--- config.mk ---
export PLATFORM = sky130hd
export DESIGN_NAME = pipe_hazard_ctrl
export DESIGN_NICKNAME = d
export VERILOG_FILES = /design/src/rtl/pipe_hazard_ctrl_pkg.sv /design/src/rtl/pipe_hazard_ctrl_raw_hazard_detect.sv /design/src/rtl/pipe_hazard_ctrl.sv
export SDC_FILE = /design/constraint.sdc
export NUM_CORES = 1
export LEC_CHECK = 0
export ABC_AREA = 0
export BUFFER_PORTS_ARGS = -buffer_cell sky130_fd_sc_hd__buf_2
export CAP_MARGIN = 10
export CORE_ASPECT_RATIO = 1.5
export CORE_MARGIN = 3
export CORE_UTILIZATION = 40
export DETAILED_ROUTE_END_ITERATION = 7
export PLACE_DENSITY_LB_ADDON = 0.3
export SYNTH_ARGS = -nofsm -noshare
export SYNTH_HDL_FRONTEND = slang
export SYNTH_SLANG_ARGS = --single-unit
export TNS_END_PERCENT = 5
--- constraint.sdc ---
create_clock -name clk -period 2.5 [get_ports clk]
set_clock_uncertainty 0.1 [all_clocks]
set_input_delay 0.25 -clock clk [delete_from_list [all_inputs] [get_ports clk]]
set_output_delay 0.25 -clock clk [all_outputs]
set_load 0.02 [all_outputs]
--- src/rtl/pipe_hazard_ctrl_pkg.sv ---
// Shared types and constants for the WISC pipeline sequencing controller.
// State codes, register address width and the NOP instruction encoding.
package pipe_hazard_ctrl_pkg;

   localparam int REG_ADDR_W = 3;

   localparam logic [15:0] NOP_INSTR = 16'h0800;

   typedef logic [1:0] state_t;

   localparam state_t RUN       = 2'd0;
   localparam state_t DMEM_WAIT = 2'd1;
   localparam state_t FLUSH     = 2'd2;

   // True when a source operand is actually read and names register dst.
   function automatic logic reg_match(
      input logic                  rd_en,
      input logic [REG_ADDR_W-1:0] src,
      input logic [REG_ADDR_W-1:0] dst
   );
      return rd_en & (src == dst);
   endfunction

endpackage

--- src/rtl/pipe_hazard_ctrl_raw_hazard_detect.sv ---
// Combinational RAW hazard comparator for the instruction in ID.
// PIPE_HAZARD_FWD_EN: forwarding present, only load-use hazards stall.
module raw_hazard_detect
   import pipe_hazard_ctrl_pkg::*;
(
   input  logic [REG_ADDR_W-1:0] id_rs,
   input  logic [REG_ADDR_W-1:0] id_rt,
   input  logic                  id_reads_rs,
   input  logic                  id_reads_rt,
   input  logic [REG_ADDR_W-1:0] ex_rd,
   input  logic                  ex_regwrite,
   input  logic                  ex_memtoreg,
   input  logic [REG_ADDR_W-1:0] mem_rd,
   input  logic                  mem_regwrite,
   output logic                  hazard
);

   logic ex_hit;
   logic mem_hit;

   assign ex_hit  = reg_match(id_reads_rs, id_rs, ex_rd)
                  | reg_match(id_reads_rt, id_rt, ex_rd);
   assign mem_hit = reg_match(id_reads_rs, id_rs, mem_rd)
                  | reg_match(id_reads_rt, id_rt, mem_rd);

`ifdef PIPE_HAZARD_FWD_EN
   // The forwarding network covers everything except a load in EX.
   logic unused_mem;
   assign unused_mem = mem_hit | mem_regwrite;
   assign hazard     = ex_regwrite & ex_memtoreg & ex_hit;
`else
   // No forwarding: any pending write in EX or MEM must land first.
   logic unused_ld;
   assign unused_ld = ex_memtoreg;
   assign hazard    = (ex_regwrite & ex_hit)
                    | (mem_regwrite & mem_hit);
`endif

endmodule

--- src/rtl/pipe_hazard_ctrl.sv ---
// Pipeline sequencing controller: latch enables, flush/bubble, stats.
// Optional forwarding-aware hazard check via PIPE_HAZARD_FWD_EN.
module pipe_hazard_ctrl
   import pipe_hazard_ctrl_pkg::*;
#(
   parameter int DMEM_TIMEOUT = 64,
   parameter int CNT_W        = 16
) (
   input  logic                  clk,
   input  logic                  rst,
   input  logic [REG_ADDR_W-1:0] id_rs,
   input  logic [REG_ADDR_W-1:0] id_rt,
   input  logic                  id_reads_rs,
   input  logic                  id_reads_rt,
   input  logic [REG_ADDR_W-1:0] ex_rd,
   input  logic                  ex_regwrite,
   input  logic                  ex_memtoreg,
   input  logic [REG_ADDR_W-1:0] mem_rd,
   input  logic                  mem_regwrite,
   input  logic                  branch_taken_ex,
   input  logic                  imem_stall,
   input  logic                  dmem_stall,
   input  logic                  dmem_done,
   output logic                  pc_en,
   output logic                  ifid_en,
   output logic                  ifid_flush,
   output logic                  idex_en,
   output logic                  idex_stall,
   output logic                  exmem_en,
   output logic                  memwb_en,
   output logic                  dmem_timeout_err,
   output logic [CNT_W-1:0]      stall_cycles,
   output logic [CNT_W-1:0]      bubble_count
);

   localparam int WAIT_W = $clog2(DMEM_TIMEOUT + 1);
   localparam logic [WAIT_W-1:0] WAIT_LAST = WAIT_W'(DMEM_TIMEOUT - 1);

   state_t            state;
   state_t            state_n;
   logic [WAIT_W-1:0] wait_cnt;
   logic [WAIT_W-1:0] wait_n;
   logic              err_set;
   logic              raw;
   logic              freeze;
   logic              raw_live;

   raw_hazard_detect u_raw (
      .id_rs        (id_rs),
      .id_rt        (id_rt),
      .id_reads_rs  (id_reads_rs),
      .id_reads_rt  (id_reads_rt),
      .ex_rd        (ex_rd),
      .ex_regwrite  (ex_regwrite),
      .ex_memtoreg  (ex_memtoreg),
      .mem_rd       (mem_rd),
      .mem_regwrite (mem_regwrite),
      .hazard       (raw)
   );

   // In DMEM_WAIT the pipe stays frozen until done; elsewhere a new
   // busy data access freezes it. ID holds a NOP right after a flush.
   assign freeze   = (state == DMEM_WAIT) ? ~dmem_done
                                          : (dmem_stall & ~dmem_done);
   assign raw_live = raw & (state != FLUSH);

   // Prioritised latch controls; reset forces every stage to advance.
   always_comb begin
      pc_en      = 1'b1;
      ifid_en    = 1'b1;
      ifid_flush = 1'b0;
      idex_en    = 1'b1;
      idex_stall = 1'b0;
      exmem_en   = 1'b1;
      memwb_en   = 1'b1;
      if (rst) begin
         pc_en = 1'b1;
      end else if (freeze) begin
         pc_en    = 1'b0;
         ifid_en  = 1'b0;
         idex_en  = 1'b0;
         exmem_en = 1'b0;
         memwb_en = 1'b0;
      end else if (branch_taken_ex) begin
         ifid_flush = 1'b1;
         idex_stall = 1'b1;
      end else if (raw_live) begin
         pc_en      = 1'b0;
         ifid_en    = 1'b0;
         idex_stall = 1'b1;
      end else if (imem_stall) begin
         pc_en      = 1'b0;
         ifid_flush = 1'b1;
      end
   end

   // Next state, watchdog count and timeout detection.
   always_comb begin
      state_n = state;
      wait_n  = '0;
      err_set = 1'b0;
      unique case (state)
         RUN: begin
            if (freeze)
               state_n = DMEM_WAIT;
            else if (branch_taken_ex)
               state_n = FLUSH;
         end
         DMEM_WAIT: begin
            if (dmem_done) begin
               state_n = branch_taken_ex ? FLUSH : RUN;
            end else if (wait_cnt == WAIT_LAST) begin
               state_n = RUN;
               err_set = 1'b1;
            end else begin
               wait_n = wait_cnt + WAIT_W'(1);
            end
         end
         FLUSH: begin
            state_n = freeze ? DMEM_WAIT : RUN;
         end
         default: begin
            state_n = RUN;
         end
      endcase
   end

   // Sequencer state, wait counter and sticky watchdog flag.
   always_ff @(posedge clk) begin
      if (rst) begin
         state            <= RUN;
         wait_cnt         <= '0;
         dmem_timeout_err <= 1'b0;
      end else begin
         state    <= state_n;
         wait_cnt <= wait_n;
         if (err_set)
            dmem_timeout_err <= 1'b1;
      end
   end

   // Saturating stall and bubble statistics.
   always_ff @(posedge clk) begin
      if (rst) begin
         stall_cycles <= '0;
         bubble_count <= '0;
      end else begin
         if (!pc_en && stall_cycles != '1)
            stall_cycles <= stall_cycles + CNT_W'(1);
         if (idex_stall && idex_en && bubble_count != '1)
            bubble_count <= bubble_count + CNT_W'(1);
      end
   end

endmodule

# == After elaboration in Yosys (flattened, before gate mapping) ==
# Index checks and enable logic that the tools add are counted.
# classes
n_mux,31
n_addsub,3
n_eq_ne,12
reduce_logical,7
n_bitwise,13
# op_table
operator,n
"adder 16 x 1 -> 16 bit, second input constant",2
"inequality test 16 bit, second input constant",2
two-way mux 1 bit,25
equality test 3 bit,4
two-way mux 2 bit,5
bitwise AND 1 bit,8
"adder 7 x 1 -> 7 bit, second input constant",1
"equality test 7 x 6 -> 1 bit, second input constant",1
case mux 2 bit (3 select lines),1
OR reduction 4 bit,1
logical AND 1 bit,3
"inequality test 3 x 2 -> 1 bit, second input constant",1
"inequality test 3 bit, second input constant",1
OR 1 bit,3
"equality test 2 x 1 -> 1 bit, second input constant",1
"equality test 2 bit, second input constant",1
logical NOT 2 bit,1
"inequality test 2 bit, second input constant",1
inverter 1 bit,2
AND reduction 2 bit,1
logical NOT 1 bit,1
# word_totals
elab_cells,71
reg_bits,42

# == Logic depth before layout (Yosys ltp) ==
# Gate-level depths: netlist (run 1).
# logic_depth
depth_word,12
ltp_mapped,9

# == Hierarchy ==
# From an unflattened synthesis (run 1), not the netlist that was laid out.
# hier_totals
hier_cells,266
hier_area_um2,2270.9
# by_module_without_submodules
module,n_inst,seq_area_each_um2,cells_each,area_per_inst_um2
pipe_hazard_ctrl,1,840.8,247,2124.5
raw_hazard_detect,1,0.0,19,146.4

# == Worst setup path before layout (run 1) ==
# OpenSTA, ideal clock, no wires.
# synth_timing
kind,register -> register
startpoint,register stall_cycles[0]
endpoint,register stall_cycles[13]
setup_time_ps,123
stages_incl_launch_ff,8
t_arrival_ps,2005
required_ps,2277
setup_slack_ps,272
path_cell_list,dfxtp_1 -> ha_1 -> and3_4 -> and3_4 -> a32o_2 -> buf_6 -> nor4_1 -> mux2_1
# synth_via
elab_chain_cells,2
elab_cells_between_ends,3
classes_between,add/sub (1); eq/ne (1); reduce/logical (1)
# synth_lines
element,line_no,text
start: declaration,pipe_hazard_ctrl.sv:32,"output logic [CNT_W-1:0] stall_cycles,"
start signal: assignment,pipe_hazard_ctrl.sv:149,stall_cycles <= stall_cycles + CNT_W'(1);
"parallel branches: the longest is 2 deep, another holds adder 16 x 1 -> 16 bit",-,
# Parallel ways; which one is timed is not known.
# A chain may end at the register's enable or synchronous reset.

# == Worst setup path in the final report (run 1) ==
# layout_timing
startpoint,register state[1]
endpoint,output port idex_stall
# layout_via
elab_chain_cells,6
elab_cells_between_ends,8
classes_between,eq/ne (2); mux (5); bitwise (1)
# layout_lines
element,line_no,text
start: declaration,pipe_hazard_ctrl.sv:39,state_t state;
start signal: assignment,pipe_hazard_ctrl.sv:135,state <= state_n;
inequality test 2 bit,pipe_hazard_ctrl.sv:65,assign raw_live = raw & (state != FLUSH);
bitwise AND 1 bit,pipe_hazard_ctrl.sv:65,
two-way mux 1 bit,pipe_hazard_ctrl.sv:87,end else if (raw_live) begin
two-way mux 1 bit,pipe_hazard_ctrl.sv:84,end else if (branch_taken_ex) begin
two-way mux 1 bit (*),pipe_hazard_ctrl.sv:78,end else if (freeze) begin
two-way mux 1 bit (*),pipe_hazard_ctrl.sv:76,if (rst) begin
end: declaration,pipe_hazard_ctrl.sv:28,"output logic idex_stall,"
# Mark *: on every way between the ends. The rest lies on a longest branch, timed or not.

==> impl_metrics.toml, run 1 <==
[clock_network]
cts.sinks = 42
cts_buffers = 5
cts_root_buf = "clkbuf_8"
cts.hold.buffers_added = 0
post_cts_buffers = 0
clock_latency_ns = 0.29
cts.clk_slew.worst_paths_ns = 0.08
cts_tree = "built"
cts_htree_levels = 2
clockBufferDepth = 2

[die]
ios = 63
die_y_um = 99.6
design.die.area_mm2 = 0.00681
die_w_um = 68.4
row_count = 33
start_util_pct = 41.9
core_mm2 = 0.00557

[sta]
whs_ns = 0.129
drv_slew = 0
period_share_pct = 93.0
setup_viol = 0
max_freq_mhz = 430
rsz0062_at_grt = "false"
fin_tns_setup_ns = 0
period_needed_ns = 2.32
finalHoldViolCount = 0
slew-limit-headroom_pct = 62.9
worst_pin_slew_ns = 0.554

[layout]
nets = 365
antenna_cells = 0
drive_gt1_share_pct = 25.6
syn2layout_area_growth_pct = 20.4
postLayoutCellArea_mm2 = 0.00281

[synthesis]
synth_top_area_share_pct = 36.0
synth-xor-area-share_pct = 6.00
synth_top_area_cell = "dfxtp_1"
async_flop_share_pct = 0
synth_simple_gate_area_share_pct = 29.1
syn_area_per_cell_um2 = 8.34
synth_cells = 280
synth_area_mm2 = 0.00234
synth-compound-area-share_pct = 20.0
ys_seq_area_share_pct = 36.0
synth_top_family_by_area = "simple AND/OR/NAND/NOR gates"
ys_warn_count = 0
synthMuxAreaShare_pct = 2.73
synth_edf_count = 0
synth_cell_types = 47
yosys.area_share.adder_pct = 1.61
synthTopCellsByArea = "dfxtp_1, xnor2_1, nand3_1"
synth_nets = 306
synth_ff_type = "dfxtp_1"
synth-seq-cells = 42

[route]
top_layer = "met4"
wl_met1_um = 2440
routed-wl-met3_um = 200
first_pass_iters = 4
detail-route-antenna-nets = 0
via_per_inst = 5.70
first_iter_violations = 111
wl_met2_um = 3060
wl_um = 5840
wl_per_cell_um = 14.2
vias = 2336
drc = 0

[power]
total_power_uw = 1380
power_density_mw_per_mm2 = 491
power.leakage_uw = 0.00113
vdd_ir_drop_max_uv = 315

[run_status]
status = "completed"

[flow_run]
cap_violations = 0

[setup_path]
path_max_fanout = 27
r2r_slack_ns = 0.23
required_ns = 2.15
arrival_ns = 1.97
worstSetupPathType = "reg2out"
cp-end-kind = "output pin"
startpoint_type = "register"

[global_routing]
groute.usage.overall_pct = 17.9
gr-total-overflow = 0
grt_pass1_wl_um = 9750
grt_pass1_vias = 2258
grt_max_degree = 32
antenna_found_initial = 0

[placement]
postPlaceCellArea_mm2 = 0.00269
gp_congestion = 0.786
place.detailed.hpwl_um = 4300
port-buffer-count = 61

[hold_path]
hp-class = "in2reg"
timing repair:
action | 4_1_cts | 5_1_grt
hold endpoints to repair | 0 | 0
gates resized for setup | 0 | 1
setup endpoints to repair | 0 | 1
path summary, 6_finish.rpt:
check | startpoint | end | cells past startpoint
worst max-delay path | state[1] | idex_stall | 6
worst min-delay path | dmem_done | state[0] | 2
worst max register to register | state[1] | stall_cycles[13] | 7
worst min register to register | wait_cnt[6] | wait_cnt[6] | 2
kinds of logic (layout without fill, tap and decap cells):
kind of cell / count (synthesis) / after routing
flops: 42 / 42
mux: 6 / 6
simple gates: 122 / 122
compound gates: 68 / 68
xor+xnor: 16 / 16
fa+ha+maj: 3 / 3
buf+inv: 23 / 83
synth_stat cells, drive strengths merged (6+ instances only):
library cell,instances
xnor2,14
nand4,9
o311ai,7
a21oi,20
nand3,21
inv,9
o31ai,11
and3,11
nor2,22
or4,13
clkbuf,6
buf,8
nand2,20
dfxtp,42
o21ai,7
per-stage QoR:
stage	setup WS (ns)	std cells	util, %
after floorplan	0.272	280	-
after global placement	0.223	402	48.3
after detailed placement	0.186	402	48.3
after CTS	0.0389	410	50.3
after global routing	0.00142	410	50.4
final	0.176	410	50.4
power by group:
part / internal, uW / switching, uW / total, uW
registers: 674 / 6.36 / 681
clock network: 294 / 241 / 535
logic: 59.6 / 104 / 164
layout make-up:
| class | instances | area (um^2) |
|---|---|---|
| Clock inverter | 3 | 40.0 |
| Multi-Input combinational cell | 215 | 1400 |
| Sequential cell | 42 | 841 |
| Tap cell | 70 | 87.6 |
| Clock buffer | 5 | 68.8 |
| Timing Repair Buffer | 66 | 343 |
| Inverter | 9 | 33.8 |
| Fill cell | 574 | 2760 |
routing by layer:
metal / track usage (%) / vias to the layer above
met5: 0 / -
met4: 7.04 / 0
met3: 3.39 / 12
met2: 32.2 / 44
met1: 19.8 / 1104
li1: - / 1176
worst max-delay path, stage by stage, from the launching register on:
cell	delay (ns)
dfxtp_1	0.37
and2b_1	0.23
nor2_1	0.21
o21ai_0	0.20
a31o_4	0.35
inv_1	0.14
buf_2	0.18
placed cells by master, fill, tap and decap left out, types with 4 or more instances in the layout:
cell and instances:
and3_1 8, nor2b_1 4, buf_2 61, o41ai_1 5
o21ai_0 7, nor2_1 22, o311ai_0 7, nand2_1 20
nand4_1 9, a21oi_1 20, inv_1 8, or4_1 13
nand3_1 21, o31ai_1 11, dfxtp_1 42, clkbuf_8 5
xnor2_1 14, or3_1 5, buf_4 5
state kept, by name, indices dropped and copies added (netlist names):
signal / flops
state: 2
bubble_count: 16
wait_cnt: 7
dmem_timeout_err: 1
stall_cycles: 16
(Power assumes the default switching activity.)
==> run 2, diff against run 1 <==
==> constraint.sdc (replaced) <==
create_clock -name clk -period 1.9 [get_ports clk]
set_clock_uncertainty 0.1 [all_clocks]
set_input_delay 0.19 -clock clk [delete_from_list [all_inputs] [get_ports clk]]
set_output_delay 0.19 -clock clk [all_outputs]
set_load 0.02 [all_outputs]
==> impl_metrics.toml, run 2 (synthesis results as in run 1) <==
[sta]
timing.final.ws_setup_ns = -0.154
drv_slew = 0
setup_viol = 22
period_needed_ns = 2.05
slew-limit-headroom_pct = 78.2
worst_pin_slew_ns = 0.326
finalHoldViolCount = 0
rsz0062_at_grt = "true"
max_freq_mhz = 487
period_share_pct = 108

[power]
vdd_ir_drop_max_uv = 369
power_switching_uw = 502
clkPwrFrac_pct = 38.0
power.leakage_uw = 0.00149
p_sw_share_pct = 25.6
p_int_uw = 1460
power_density_mw_per_mm2 = 559
power.share.combinational_pct = 16.6
seq_power_share_pct = 45.4

[die]
start_util_pct = 41.9
die_y_um = 99.6
die_w_um = 68.4
row_count = 33
design.die.area_mm2 = 0.00681
core_mm2 = 0.00557
ios = 63

[route]
first_pass_iters = 4
wl_per_cell_um = 14.9
wl_um = 7060
first_iter_violations = 85
drc = 0
via_per_inst = 5.59
detail-route-antenna-nets = 0
vias = 2646

[global_routing]
grt_max_degree = 17
antenna_found_initial = 0
grt_pass1_vias = 2610
groute.usage.overall_pct = 21.6
gr-total-overflow = 0
grt_pass1_wl_um = 11400

[layout]
final_common_cell = "buf_4"
syn2layout_area_growth_pct = 50.4
nets = 428
fin_cells = 473
antenna_cells = 0
layout_common_cells = "buf_4, buf_2, dfxtp_1, nand3_1, nor2_1"
postLayoutCellArea_mm2 = 0.00351
drive_gt1_share_pct = 46.4
reg_top3 = "bubble_count: 16 flops, stall_cycles: 16 flops, wait_cnt: 7 flops"
fill_cells = 505

[setup_path]
cp-end-kind = "register"
path_buf_inv = 1
slowest_stage = "dfxtp_4"
path_max_fanout = 6
crit_top_cell = "and3_4"
required_ns = 1.99
worstPathCellList = "and3_4 > and3_4 > and3_4 > a32o_2 > buf_4 > nor4_4 > mux2_4"
slowest_delay_ns = 0.35
arrival_ns = 2.15
critPathTopFamily = "simple AND/OR/NAND/NOR gates"
startpoint_type = "register"
worstSetupPathType = "reg2reg"

[run_status]
status = "finished, violations left"
violations = "setup timing"

[flow_run]
cap_violations = 0

[clock_network]
cts_root_buf = "clkbuf_8"
clock_latency_ns = 0.30
clockBufferDepth = 2
cts_htree_levels = 2
cts.clk_slew.worst_paths_ns = 0.08
cts.hold.buffers_added = 0
cts_buffers = 5
cts.sinks = 42
cts_tree = "built"

[placement]
port-buffer-count = 61
place.detailed.hpwl_um = 4940
postPlaceCellArea_mm2 = 0.00316
gp_congestion = 0.803
dp_cells = 457
dp_slack_ns = -0.200

[hold_path]
hp-class = "in2reg"
run 2: cell count changes in the layout (fill, tap and decap cells not counted), sizes merged:
cell / before / now
buf: 66 / 127
clkbuf: 5 / 7
and4: 3 / 4
a32o: 1 / 2
clkinv: 2 / 0
run 2: layout make-up:
type | count | area (um^2) | share of cell area, %
multi-input cells | 217 | 1570 | 44.8
flip-flops and latches | 42 | 857 | 24.4
repair buffers | 127 | 840 | 23.9
well taps | 70 | 87.6 | 2.49
clock buffers | 7 | 86.3 | 2.46
inverters | 9 | 38.8 | 1.10
clock inverters | 1 | 30.0 | 0.855
run 2: power groups by stage:
stage | combinational, uW | sequential [uW] | clock, uW
floorplan | 147 | 921 | 0
global placement | 260 | 911 | 0
detailed placement | 265 | 912 | 0
CTS | 302 | 891 | 768
global route | 352 | 892 | 799
finish | 327 | 891 | 746
run 2: stage by stage:
step	hold slack, ns	setup TNS (ns)	total power [uW]	utilization (%)
finish	0.0642	-1.97	1960	63.0
global route	0.0708	-4.03	2040	63.0
CTS	0.0679	-1.75	1960	61.0
detailed placement	0.342	-3.09	1180	56.8
global placement	0.331	-2.56	1170	56.8
floorplan	0.169	-1.75	1070	-
run 2: layer usage:
layer / global-route usage (%) / part of all wire (%) / up-vias
met1: 22.8 / 37 / 1256
met3: 3.50 / 3.5 / 13
met4: 9.80 / 2.3 / 0
li1: - / - / 1314
met2: 39.6 / 58 / 63
met5: 0 / 0 / -
run 2: worst paths after layout:
check | start | to | slack [ns] | cells after the start
worst max-delay path | stall_cycles[4] | stall_cycles[13] | -0.15 | 7
worst min-delay path | dmem_done | state[0] | 0.06 | 2
worst max register to register | stall_cycles[4] | stall_cycles[13] | -0.15 | 7
worst min register to register | wait_cnt[6] | wait_cnt[6] | 0.35 | 2
run 2: timing repair:
item	CTS	global route
setup buffers	3	3
endpoints found under the setup margin	28	30
pin swaps	16	7
cloned	2	0
resized for setup	22	26
endpoints found under the hold margin	0	0
